**config.mk**
```make
export PLATFORM = sky130hd
export DESIGN_NAME = learn_costs_param
export DESIGN_NICKNAME = d
export VERILOG_FILES = /design/src/rtl/learn_costs_param.sv
export SDC_FILE = /design/constraint.sdc
export NUM_CORES = 1
export LEC_CHECK = 0
export ABC_AREA = 1
export CAP_MARGIN = 20
export CORE_MARGIN = 4
export CORE_UTILIZATION = 55
export CTS_CLUSTER_DIAMETER = 200
export CTS_CLUSTER_SIZE = 8
export DETAILED_ROUTE_END_ITERATION = 10
export PLACE_DENSITY_LB_ADDON = 0.08
export SKIP_LAST_GASP = 1
export SLEW_MARGIN = 25
export SYNTH_ARGS = -nofsm -noshare
export SYNTH_HDL_FRONTEND = slang
export SYNTH_SLANG_ARGS = --single-unit
export TNS_END_PERCENT = 20
```
**constraint.sdc**
```tcl
create_clock -name clock -period 3.8 [get_ports clock]
set_input_delay 0.95 -clock clock [delete_from_list [all_inputs] [get_ports clock]]
set_output_delay 0.95 -clock clock [all_outputs]
set_load 0.02 [all_outputs]
```
**src/rtl/learn_costs_param.sv**
```systemverilog
// Q-routing cost learner: finds/appends a neighbour entry in shared word memory and copies the known-sink list into its row.
// Optional LEARN_COSTS_CLUSTER_REFRESH_EN also rewrites the cluster ID of an existing neighbour.
module learn_costs_param #(
    parameter int unsigned WORD_WIDTH = 16,
    parameter int unsigned MAX_NB     = 32,
    parameter int unsigned MAX_SINK   = 8,
    parameter logic [WORD_WIDTH-1:0] KSINK_BASE  = 16'h008,
    parameter logic [WORD_WIDTH-1:0] NBID_BASE   = 16'h048,
    parameter logic [WORD_WIDTH-1:0] CLUS_BASE   = 16'h0C8,
    parameter logic [WORD_WIDTH-1:0] BATT_BASE   = 16'h148,
    parameter logic [WORD_WIDTH-1:0] QVAL_BASE   = 16'h1C8,
    parameter logic [WORD_WIDTH-1:0] SINKID_BASE = 16'h248,
    parameter logic [WORD_WIDTH-1:0] KSCNT_ADDR  = 16'h688,
    parameter logic [WORD_WIDTH-1:0] NBCNT_ADDR  = 16'h68A,
    parameter logic [WORD_WIDTH-1:0] SCNT_BASE   = 16'h68E
) (
    input  logic                  clock,
    input  logic                  rst,
    input  logic                  start,
    input  logic [WORD_WIDTH-1:0] fsourceID,
    input  logic [WORD_WIDTH-1:0] fbatteryStat,
    input  logic [WORD_WIDTH-1:0] fValue,
    input  logic [WORD_WIDTH-1:0] fclusterID,
    input  logic [WORD_WIDTH-1:0] data_in,
    output logic [WORD_WIDTH-1:0] address,
    output logic                  wr_en,
    output logic [WORD_WIDTH-1:0] data_out,
    output logic                  busy,
    output logic                  done,
    output logic                  reinit,
    output logic                  new_entry,
    output logic                  table_full
);
    localparam int unsigned WW  = WORD_WIDTH;
    localparam int unsigned NW  = $clog2(MAX_NB + 1);
    localparam int unsigned KW  = $clog2(MAX_SINK + 1);
    localparam int unsigned ROW = 2 * MAX_SINK;

    typedef enum logic [4:0] {
        IDLE, NCNT_A, NCNT_C, KCNT_A, KCNT_C, SRCH_A, SRCH_C,
        UPD_BATT, UPD_CLUS, UPD_QA, UPD_QC,
        APP_CHK, APP_ID, APP_BATT, APP_Q, APP_CLUS,
        COPY_A, COPY_C, SCNT_W, NCNT_W, FINISH
    } state_t;

    state_t          state_q, state_d;
    logic [NW-1:0]   n_q, n_d, nc_q, nc_d;
    logic [KW-1:0]   k_q, k_d, kc_q, kc_d;
    logic [WW-1:0]   src_q, src_d, batt_q, batt_d, val_q, val_d, clus_q, clus_d;
    logic [WW-1:0]   address_q, address_d, data_out_q, data_out_d;
    logic            wr_en_q, wr_en_d, busy_q, busy_d, done_q, done_d;
    logic            reinit_q, reinit_d, new_entry_q, new_entry_d, table_full_q, table_full_d;

    function automatic logic [WW-1:0] word_addr(input logic [WW-1:0] base, input logic [WW-1:0] idx);
        return base + (idx << 1);
    endfunction

    function automatic logic [WW-1:0] slot_addr(input logic [NW-1:0] n, input logic [KW-1:0] k);
        return SINKID_BASE + WW'(n) * WW'(ROW) + (WW'(k) << 1);
    endfunction

    // Each read: *_A registers the address, *_C consumes data_in one cycle later.
    always_comb begin
        state_d      = state_q;
        n_d          = n_q;
        k_d          = k_q;
        nc_d         = nc_q;
        kc_d         = kc_q;
        src_d        = src_q;
        batt_d       = batt_q;
        val_d        = val_q;
        clus_d       = clus_q;
        address_d    = address_q;
        data_out_d   = data_out_q;
        wr_en_d      = 1'b0;
        busy_d       = busy_q;
        done_d       = 1'b0;
        reinit_d     = reinit_q;
        new_entry_d  = new_entry_q;
        table_full_d = table_full_q;
        case (state_q)
            IDLE: begin
                // A start coinciding with the done pulse is dropped.
                if (start && !done_q) begin
                    src_d        = fsourceID;
                    batt_d       = fbatteryStat;
                    val_d        = fValue;
                    clus_d       = fclusterID;
                    n_d          = '0;
                    k_d          = '0;
                    reinit_d     = 1'b0;
                    new_entry_d  = 1'b0;
                    table_full_d = 1'b0;
                    busy_d       = 1'b1;
                    state_d      = NCNT_A;
                end
            end
            NCNT_A: begin
                address_d = NBCNT_ADDR;
                state_d   = NCNT_C;
            end
            NCNT_C: begin
                nc_d    = (data_in > WW'(MAX_NB)) ? NW'(MAX_NB) : NW'(data_in);
                state_d = KCNT_A;
            end
            KCNT_A: begin
                address_d = KSCNT_ADDR;
                state_d   = KCNT_C;
            end
            KCNT_C: begin
                kc_d    = (data_in > WW'(MAX_SINK)) ? KW'(MAX_SINK) : KW'(data_in);
                state_d = SRCH_A;
            end
            SRCH_A: begin
                if (n_q == nc_q) begin
                    state_d = APP_CHK;
                end else begin
                    address_d = word_addr(NBID_BASE, WW'(n_q));
                    state_d   = SRCH_C;
                end
            end
            SRCH_C: begin
                if (data_in == src_q) begin
                    state_d = UPD_BATT;
                end else begin
                    n_d     = n_q + NW'(1);
                    state_d = SRCH_A;
                end
            end
            UPD_BATT: begin
                address_d  = word_addr(BATT_BASE, WW'(n_q));
                data_out_d = batt_q;
                wr_en_d    = 1'b1;
`ifdef LEARN_COSTS_CLUSTER_REFRESH_EN
                state_d    = UPD_CLUS;
`else
                state_d    = UPD_QA;
`endif
            end
            UPD_CLUS: begin
                address_d  = word_addr(CLUS_BASE, WW'(n_q));
                data_out_d = clus_q;
                wr_en_d    = 1'b1;
                state_d    = UPD_QA;
            end
            UPD_QA: begin
                address_d = word_addr(QVAL_BASE, WW'(n_q));
                state_d   = UPD_QC;
            end
            UPD_QC: begin
                reinit_d   = (data_in < val_q);
                data_out_d = val_q;
                wr_en_d    = 1'b1;
                state_d    = COPY_A;
            end
            APP_CHK: begin
                if (nc_q == NW'(MAX_NB)) begin
                    table_full_d = 1'b1;
                    state_d      = FINISH;
                end else begin
                    n_d         = nc_q;
                    new_entry_d = 1'b1;
                    state_d     = APP_ID;
                end
            end
            APP_ID: begin
                address_d  = word_addr(NBID_BASE, WW'(n_q));
                data_out_d = src_q;
                wr_en_d    = 1'b1;
                state_d    = APP_BATT;
            end
            APP_BATT: begin
                address_d  = word_addr(BATT_BASE, WW'(n_q));
                data_out_d = batt_q;
                wr_en_d    = 1'b1;
                state_d    = APP_Q;
            end
            APP_Q: begin
                address_d  = word_addr(QVAL_BASE, WW'(n_q));
                data_out_d = val_q;
                wr_en_d    = 1'b1;
                state_d    = APP_CLUS;
            end
            APP_CLUS: begin
                address_d  = word_addr(CLUS_BASE, WW'(n_q));
                data_out_d = clus_q;
                wr_en_d    = 1'b1;
                state_d    = COPY_A;
            end
            COPY_A: begin
                if (k_q == kc_q) begin
                    state_d = SCNT_W;
                end else begin
                    address_d = word_addr(KSINK_BASE, WW'(k_q));
                    state_d   = COPY_C;
                end
            end
            COPY_C: begin
                address_d  = slot_addr(n_q, k_q);
                data_out_d = data_in;
                wr_en_d    = 1'b1;
                k_d        = k_q + KW'(1);
                state_d    = COPY_A;
            end
            SCNT_W: begin
                address_d  = word_addr(SCNT_BASE, WW'(n_q));
                data_out_d = WW'(kc_q);
                wr_en_d    = 1'b1;
                state_d    = new_entry_q ? NCNT_W : FINISH;
            end
            NCNT_W: begin
                address_d  = NBCNT_ADDR;
                data_out_d = WW'(nc_q) + WW'(1);
                wr_en_d    = 1'b1;
                state_d    = FINISH;
            end
            FINISH: begin
                done_d  = 1'b1;
                busy_d  = 1'b0;
                state_d = IDLE;
            end
            default: state_d = IDLE;
        endcase
    end

    always_ff @(posedge clock) begin
        if (rst) begin
            state_q      <= IDLE;
            n_q          <= '0;
            k_q          <= '0;
            nc_q         <= '0;
            kc_q         <= '0;
            src_q        <= '0;
            batt_q       <= '0;
            val_q        <= '0;
            clus_q       <= '0;
            address_q    <= '0;
            data_out_q   <= '0;
            wr_en_q      <= 1'b0;
            busy_q       <= 1'b0;
            done_q       <= 1'b0;
            reinit_q     <= 1'b0;
            new_entry_q  <= 1'b0;
            table_full_q <= 1'b0;
        end else begin
            state_q      <= state_d;
            n_q          <= n_d;
            k_q          <= k_d;
            nc_q         <= nc_d;
            kc_q         <= kc_d;
            src_q        <= src_d;
            batt_q       <= batt_d;
            val_q        <= val_d;
            clus_q       <= clus_d;
            address_q    <= address_d;
            data_out_q   <= data_out_d;
            wr_en_q      <= wr_en_d;
            busy_q       <= busy_d;
            done_q       <= done_d;
            reinit_q     <= reinit_d;
            new_entry_q  <= new_entry_d;
            table_full_q <= table_full_d;
        end
    end

    assign address    = address_q;
    assign wr_en      = wr_en_q;
    assign data_out   = data_out_q;
    assign busy       = busy_q;
    assign done       = done_q;
    assign reinit     = reinit_q;
    assign new_entry  = new_entry_q;
    assign table_full = table_full_q;

endmodule

```
==> results of run 1 <==
routing by layer:
metal  wire length, um  up-vias
met1              9310     3361
met2              9980      305
met3              1410       41
li1                  -     3677
met5                 0        -
met4               631        0
path summary, 6_finish.rpt:
kind                                              start                   endpoint  slack (ns)  depth (start not counted)
worst max-delay path            state_q[4]$_SDFFE_PP0N_  data_out[11]$_SDFFE_PP0P_        1.23                          8
worst min-delay path            address[6]$_SDFFE_PP0P_    address[6]$_SDFFE_PP0P_        0.47                          2
worst max register to register  state_q[4]$_SDFFE_PP0N_  data_out[11]$_SDFFE_PP0P_        1.23                          8
worst min register to register  address[6]$_SDFFE_PP0P_    address[6]$_SDFFE_PP0P_        0.47                          2
layout make-up:
type | instances | area, um2
repair buffers | 122 | 1230
clock inverters | 8 | 70.1
well taps | 172 | 215
flip-flops and latches | 121 | 2420
inverters | 119 | 447
clock buffers | 23 | 488
multi-input cells | 781 | 4000
fillers | 1152 | 3790
power by group:
group / internal (uW) / switching, uW / leakage [uW]
registers: 1430 / 151 / 0.000993
logic: 380 / 590 / 0.00259
clock network: 957 / 566 / 0.000275
Yosys cell counts (2+ instances only):
cell | number | area, um2
a21oi_1 | 73 | 365
a21oi_2 | 5 | 43.8
a22oi_1 | 19 | 143
a31oi_1 | 3 | 18.8
buf_1 | 2 | 7.51
buf_2 | 16 | 80.1
buf_4 | 8 | 60.1
buf_6 | 5 | 56.3
clkbuf_1 | 16 | 60.1
clkinv_1 | 2 | 7.51
dfxtp_1 | 121 | 2420
ha_1 | 24 | 300
inv_1 | 108 | 405
inv_2 | 9 | 33.8
nand2_1 | 215 | 807
nand2_2 | 14 | 87.6
nand2_4 | 2 | 22.5
nand3_1 | 56 | 280
nand3_2 | 5 | 50.1
nand3_4 | 2 | 35.0
nand3b_1 | 12 | 90.1
nand4_1 | 20 | 125
nor2_1 | 165 | 619
nor2_2 | 5 | 31.3
nor2_4 | 7 | 78.8
nor3_1 | 7 | 35.0
nor3_2 | 3 | 30.0
nor3_4 | 2 | 32.5
o211ai_1 | 8 | 60.1
o21ai_0 | 101 | 505
o221ai_1 | 2 | 17.5
o22ai_1 | 6 | 37.5
or2_2 | 5 | 31.3
xnor2_1 | 3 | 26.3
xor2_1 | 7 | 61.3
flip-flops by register name, summed over array words and instances, names as in the netlist, 4 cells and up:
| signal | count |
|---|---|
| src_q | 16 |
| n_q | 6 |
| k_q | 4 |
| data_out | 16 |
| batt_q | 16 |
| val_q | 16 |
| state_q | 5 |
| address | 10 |
| clus_q | 16 |
| kc_q | 4 |
| nc_q | 6 |
cells in the final DEF (no fill, tap or decap), types with 3 or more instances in the layout:
cell	count
buf_4	6
o21ai_0	101
inv_2	10
xnor2_1	3
nand2_2	14
nand4_1	20
ha_1	24
clkbuf_16	17
nand3b_1	12
xor2_1	7
nand3_2	5
o22ai_1	6
nor2_4	7
nor2_1	165
clkbuf_8	4
o211ai_1	8
a21oi_2	5
inv_1	108
conb_1	6
clkinv_2	5
nor3_2	3
nand3_1	56
clkdlybuf4s50_1	114
a22oi_1	19
a21oi_1	73
or2_2	5
nor3_1	7
dfxtp_1	121
nand2_1	215
a31oi_1	3
nor2_2	5
metrics by stage:
step | util | worst slack, ns
after detailed placement | 0.657 | 1.05
after global routing | 0.701 | 1.02
final | 0.701 | 1.23
after CTS | 0.701 | 1.29
after floorplan | - | 1.95
after global placement | 0.654 | 0.847
tightest hold or removal path, stage by stage (launching register included):
cell and delay, ns:
dfxtp_1 0.31, nand2_2 0.07, a21oi_2 0.05
cells by family (layout without fill, tap and decap cells):
kind of cell	count (synthesis)	after routing	share of synthesized area
simple gates	520	520	0.331
compound gates	220	220	0.171
flops	121	121	0.340
fa+ha+maj	25	25	0.0450
xor+xnor	10	10	0.0123
other cells	1	6	0.000527
buf+inv	167	272	0.101
==> results.yml, run 1 <==
placed_design:
  dpl.hpwl_um: 15500
  gp_congestion: 0.936
  placed_area_mm2: 0.00832
  dp_cells: 1315
  port_buffers: 114
setup_path:
  crit_chain: "inv_2, nand3_2, nand2_2, nor3_4, nand2_4, nand3_1, nand4_1, inv_1"
  critPathTopFamily: "simple AND/OR/NAND/NOR gates"
  cp.buffers_inverters: 2
  cpPeakStageDelay_ns: 0.77
  arrival_ns: 2.93
  slowest_stage: "dfxtp_1"
  worstSetupEndpointType: "register"
  criticalPathCategory: "register to register"
  cp-start-kind: "register"
  cp.required_ns: 4.16
  crit_fanout: 20
yosys:
  synthDistinctLibCells: 41
  yosysSeqAreaShare: 0.340
  netlist_area_mm2: 0.00712
  synth_area_per_cell_um2: 6.69
  synth_seq_cells: 121
  yosysWarnings: 0
  synth_ff_type: "dfxtp_1"
  syn_inst: 1064
  async_reset_ff_frac: 0
  synth_edf_count: 0
routing:
  drt.antenna.violating_nets: 0
  firstDrtPassIters: 5
  routed-via-count: 7384
  drc: 0
  drt-initial-drc-count: 589
  routed_wl_um: 21300
  vias_per_cell: 5.49
  routedWlPerCell_um: 15.8
pwr:
  max-vdd-ir-drop_uv: 284
  power_density_mw_per_mm2: 459
  power_leakage_uw: 0.00386
  finalPower_uw: 4070
clock_tree:
  post_cts_buffers: 0
  cts_tree: "built"
  cts_buffer_depth: 2
  insertion_delay_ns: 0.42
  hold_buffers: 0
  cts_made_buffers: 17
  clk_pin_slew_ns: 0.05
  cts_resized: 0
  cts-htree-levels: 4
  cts_sinks: 121
  cts-root-buf: "clkbuf_16"
sta:
  setup_viol: 0
  slew_headroom: 0.442
  fin_skew_ns: 0.00703
  worst_slew_pin_slew_ns: 0.838
  slew_violations: 0
  final_hold_viol_count: 0
  fin_setup_tns_ns: 0
  fmax_mhz: 390
  post-route-min-period_ns: 2.57
  rsz0062_at_grt: "false"
  finalCritPeriodShare: 0.675
  whs_ns: 0.467
grt:
  grt_antenna_before_repair: 0
  grt_usage: 0.290
  met1_usage: 0.381
  busiest_layer: "met2"
  grt_overflow: 0
  grt_max_degree: 99
  grt_use_met3: 0.0580
  grt_use_met2: 0.472
  grt_pass1_wl_um: 34000
  grt_pass1_vias: 6817
floorplanning:
  io_pins: 121
  core_area_mm2: 0.0127
  die-area_mm2: 0.0148
  rows: 41
  die_y_um: 122
  die-width_um: 122
  start_util: 0.562
cells_and_area:
  drive_gt1_frac: 0.0835
  n_antenna_cell: 0
  final_cell_area_mm2: 0.00888
  syn_to_final_growth_pct: 24.7
  nNetsFinal: 1270
  layout.cells.non_filler: 1346
status:
  status: "finished, final reports clean"
hold_path:
  min_path_type: "register to register"
job:
  drv_cap: 0
(Power assumes the default switching activity.)
==> run 2, diff against run 1 <==
--- a/config.mk
+++ b/config.mk
@@ -8,7 +8,7 @@
 export ABC_AREA = 1
 export CAP_MARGIN = 20
 export CORE_MARGIN = 4
-export CORE_UTILIZATION = 55
+export CORE_UTILIZATION = 49
 export CTS_CLUSTER_DIAMETER = 200
 export CTS_CLUSTER_SIZE = 8
 export DETAILED_ROUTE_END_ITERATION = 10
==> constraint.sdc (replaced) <==
create_clock -name clock -period 2.3 [get_ports clock]
set_input_delay 0.575 -clock clock [delete_from_list [all_inputs] [get_ports clock]]
set_output_delay 0.575 -clock clock [all_outputs]
set_load 0.02 [all_outputs]
==> run 2 against run 1 <==
Fmax is 23% higher. Routed wire length is 0.48% higher. Sequential power is 62% higher. Total power is 67% higher. Design area is 2.4% higher. Cell count is 2.5% higher. Largest cell class unchanged. Highest routed layer unchanged. Hold slack worse by 0.0078 ns. Sequential cell count stayed put. Combinational power is 72% higher. Clock power is 68% higher.
==> results.yml, run 2 (synthesis results as in run 1) <==
routing:
  routed_wl_um: 21400
  drt-initial-drc-count: 651
  drt.antenna.violating_nets: 0
  vias_per_cell: 5.29
  drc: 0
  routed-via-count: 7298
  firstDrtPassIters: 5
  routedWlPerCell_um: 15.5
sta:
  slew_headroom: 0.661
  slew_violations: 0
  worst_slew_pin_slew_ns: 0.503
  setup_viol: 0
  fin_skew_ns: 0.00574
  post-route-min-period_ns: 2.09
  finalCritPeriodShare: 0.907
  whs_ns: 0.459
  fmax_mhz: 479
  final_hold_viol_count: 0
  rsz0062_at_grt: "false"
clock_tree:
  cts_buffer_depth: 2
  cts_resized: 0
  cts_made_buffers: 17
  post_cts_buffers: 0
  insertion_delay_ns: 0.42
  cts-root-buf: "clkbuf_16"
  cts-htree-levels: 4
  clk_pin_slew_ns: 0.06
  cts_tree: "built"
  hold_buffers: 0
  cts_sinks: 121
setup_path:
  cpPeakStageDelay_ns: 0.57
  crit_fanout: 11
  cp.required_ns: 2.61
  criticalPathCategory: "register to register"
  slowest_stage: "dfxtp_1"
  startpoint: "state_q[1]$_SDFFE_PP0N_"
  worstReg2RegStart: "state_q[1]$_SDFFE_PP0N_"
  critPathTopFamily: "simple AND/OR/NAND/NOR gates"
  cp-start-kind: "register"
  crit_chain: "inv_1, nand3_2, nor2_4, nor3_4, nand2_1, o21ai_0, a21oi_1"
  arrival_ns: 2.40
  cp.buffers_inverters: 1
  worstSetupEndpointType: "register"
floorplanning:
  io_pins: 121
  rows: 43
  core_area_mm2: 0.0140
  die-area_mm2: 0.0165
  die-width_um: 129
  start_util: 0.507
  die_y_um: 129
cells_and_area:
  fill_cells: 1307
  nNetsFinal: 1294
  most-common-layout-cells: "nand2_1 (215), nor2_1 (165), dfxtp_1 (121)"
  final_common_cell: "nand2_1"
  syn_to_final_growth_pct: 27.6
  layout.cells.non_filler: 1379
  n_antenna_cell: 0
  drive_gt1_frac: 0.103
hold_path:
  min_from: "batt_q[4]$_SDFFE_PP0P_"
  min_path_type: "register to register"
grt:
  grt_pass1_vias: 6866
  grt_usage: 0.264
  grt_antenna_before_repair: 0
  grt_overflow: 0
  grt_pass1_wl_um: 34800
  grt_max_degree: 67
pwr:
  swShare: 0.333
  power_leakage_uw: 0.00399
  power_density_mw_per_mm2: 746
  p_int_uw: 4520
  pwr-share-seq: 0.378
  clkPwrFrac: 0.375
  comb_power_share: 0.247
  switching_power_uw: 2260
  max-vdd-ir-drop_uv: 534
placed_design:
  dpl.hpwl_um: 16400
  port_buffers: 114
  dp_cells: 1347
  gp_congestion: 0.985
status:
  status: "finished, final reports clean"
job:
  drv_cap: 0
[run 2: path summary, 6_finish.rpt]
| path | slack [ns] | cells past startpoint | end |
|---|---|---|---|
| worst min register to register | 0.46 | 2 | batt_q[4]$_SDFFE_PP0P_ |
| worst max-delay path | 0.21 | 7 | data_out[5]$_SDFFE_PP0P_ |
| worst max register to register | 0.21 | 7 | data_out[5]$_SDFFE_PP0P_ |
| worst min-delay path | 0.46 | 2 | batt_q[4]$_SDFFE_PP0P_ |
[run 2: tightest hold or removal path: cells and delay by family, from the launching register on]
kind,cells,cell delay [ns]
buffers and inverters,1,0.06
AO/OA/AOI/OAI,1,0.06
flip-flops,1,0.29
[run 2: area by class of cell]
type / count / area [um2] / area share
sequential: 121 / 2420 / 0.267
timing repair buffer: 146 / 1420 / 0.156
multi-input combinational: 781 / 4010 / 0.441
clock buffer: 18 / 429 / 0.0472
inverter: 119 / 447 / 0.0492
clock inverter: 14 / 138 / 0.0151
tap: 180 / 225 / 0.0248
[run 2: per-stage QoR]
| step | utilization | setup TNS (ns) | power (uW) | setup WS [ns] | area, um2 |
|---|---|---|---|---|---|
| 3_5_place_dp | 0.606 | -0.704 | 4260 | -0.136 | 8510 |
| 4_1_cts | 0.647 | 0 | 6810 | 0.00706 | 9080 |
| 3_3_place_gp | 0.606 | -0.706 | 4240 | -0.135 | 8510 |
| 5_1_grt | 0.647 | 0 | 7180 | 0.0151 | 9090 |
| 2_1_floorplan | - | 0 | 3690 | 0.730 | 7140 |
| 6_report | 0.647 | 0 | 6780 | 0.214 | 9090 |
[run 2: power by group through the flow]
stage	logic, uW	clock network (uW)	registers (uW)
global placement	1650	0	2600
global route	1910	2680	2600
floorplan	1130	0	2560
detailed placement	1660	0	2600
CTS	1670	2580	2560
finish	1670	2550	2560
[run 2: per-layer routing]
metal	routed length (um)	vias up	global-route usage
li1	-	3713	-
met1	9610	3265	0.355
met2	9890	273	0.431
met3	1420	47	0.0486
met4	503	0	0.0871
met5	0	-	0
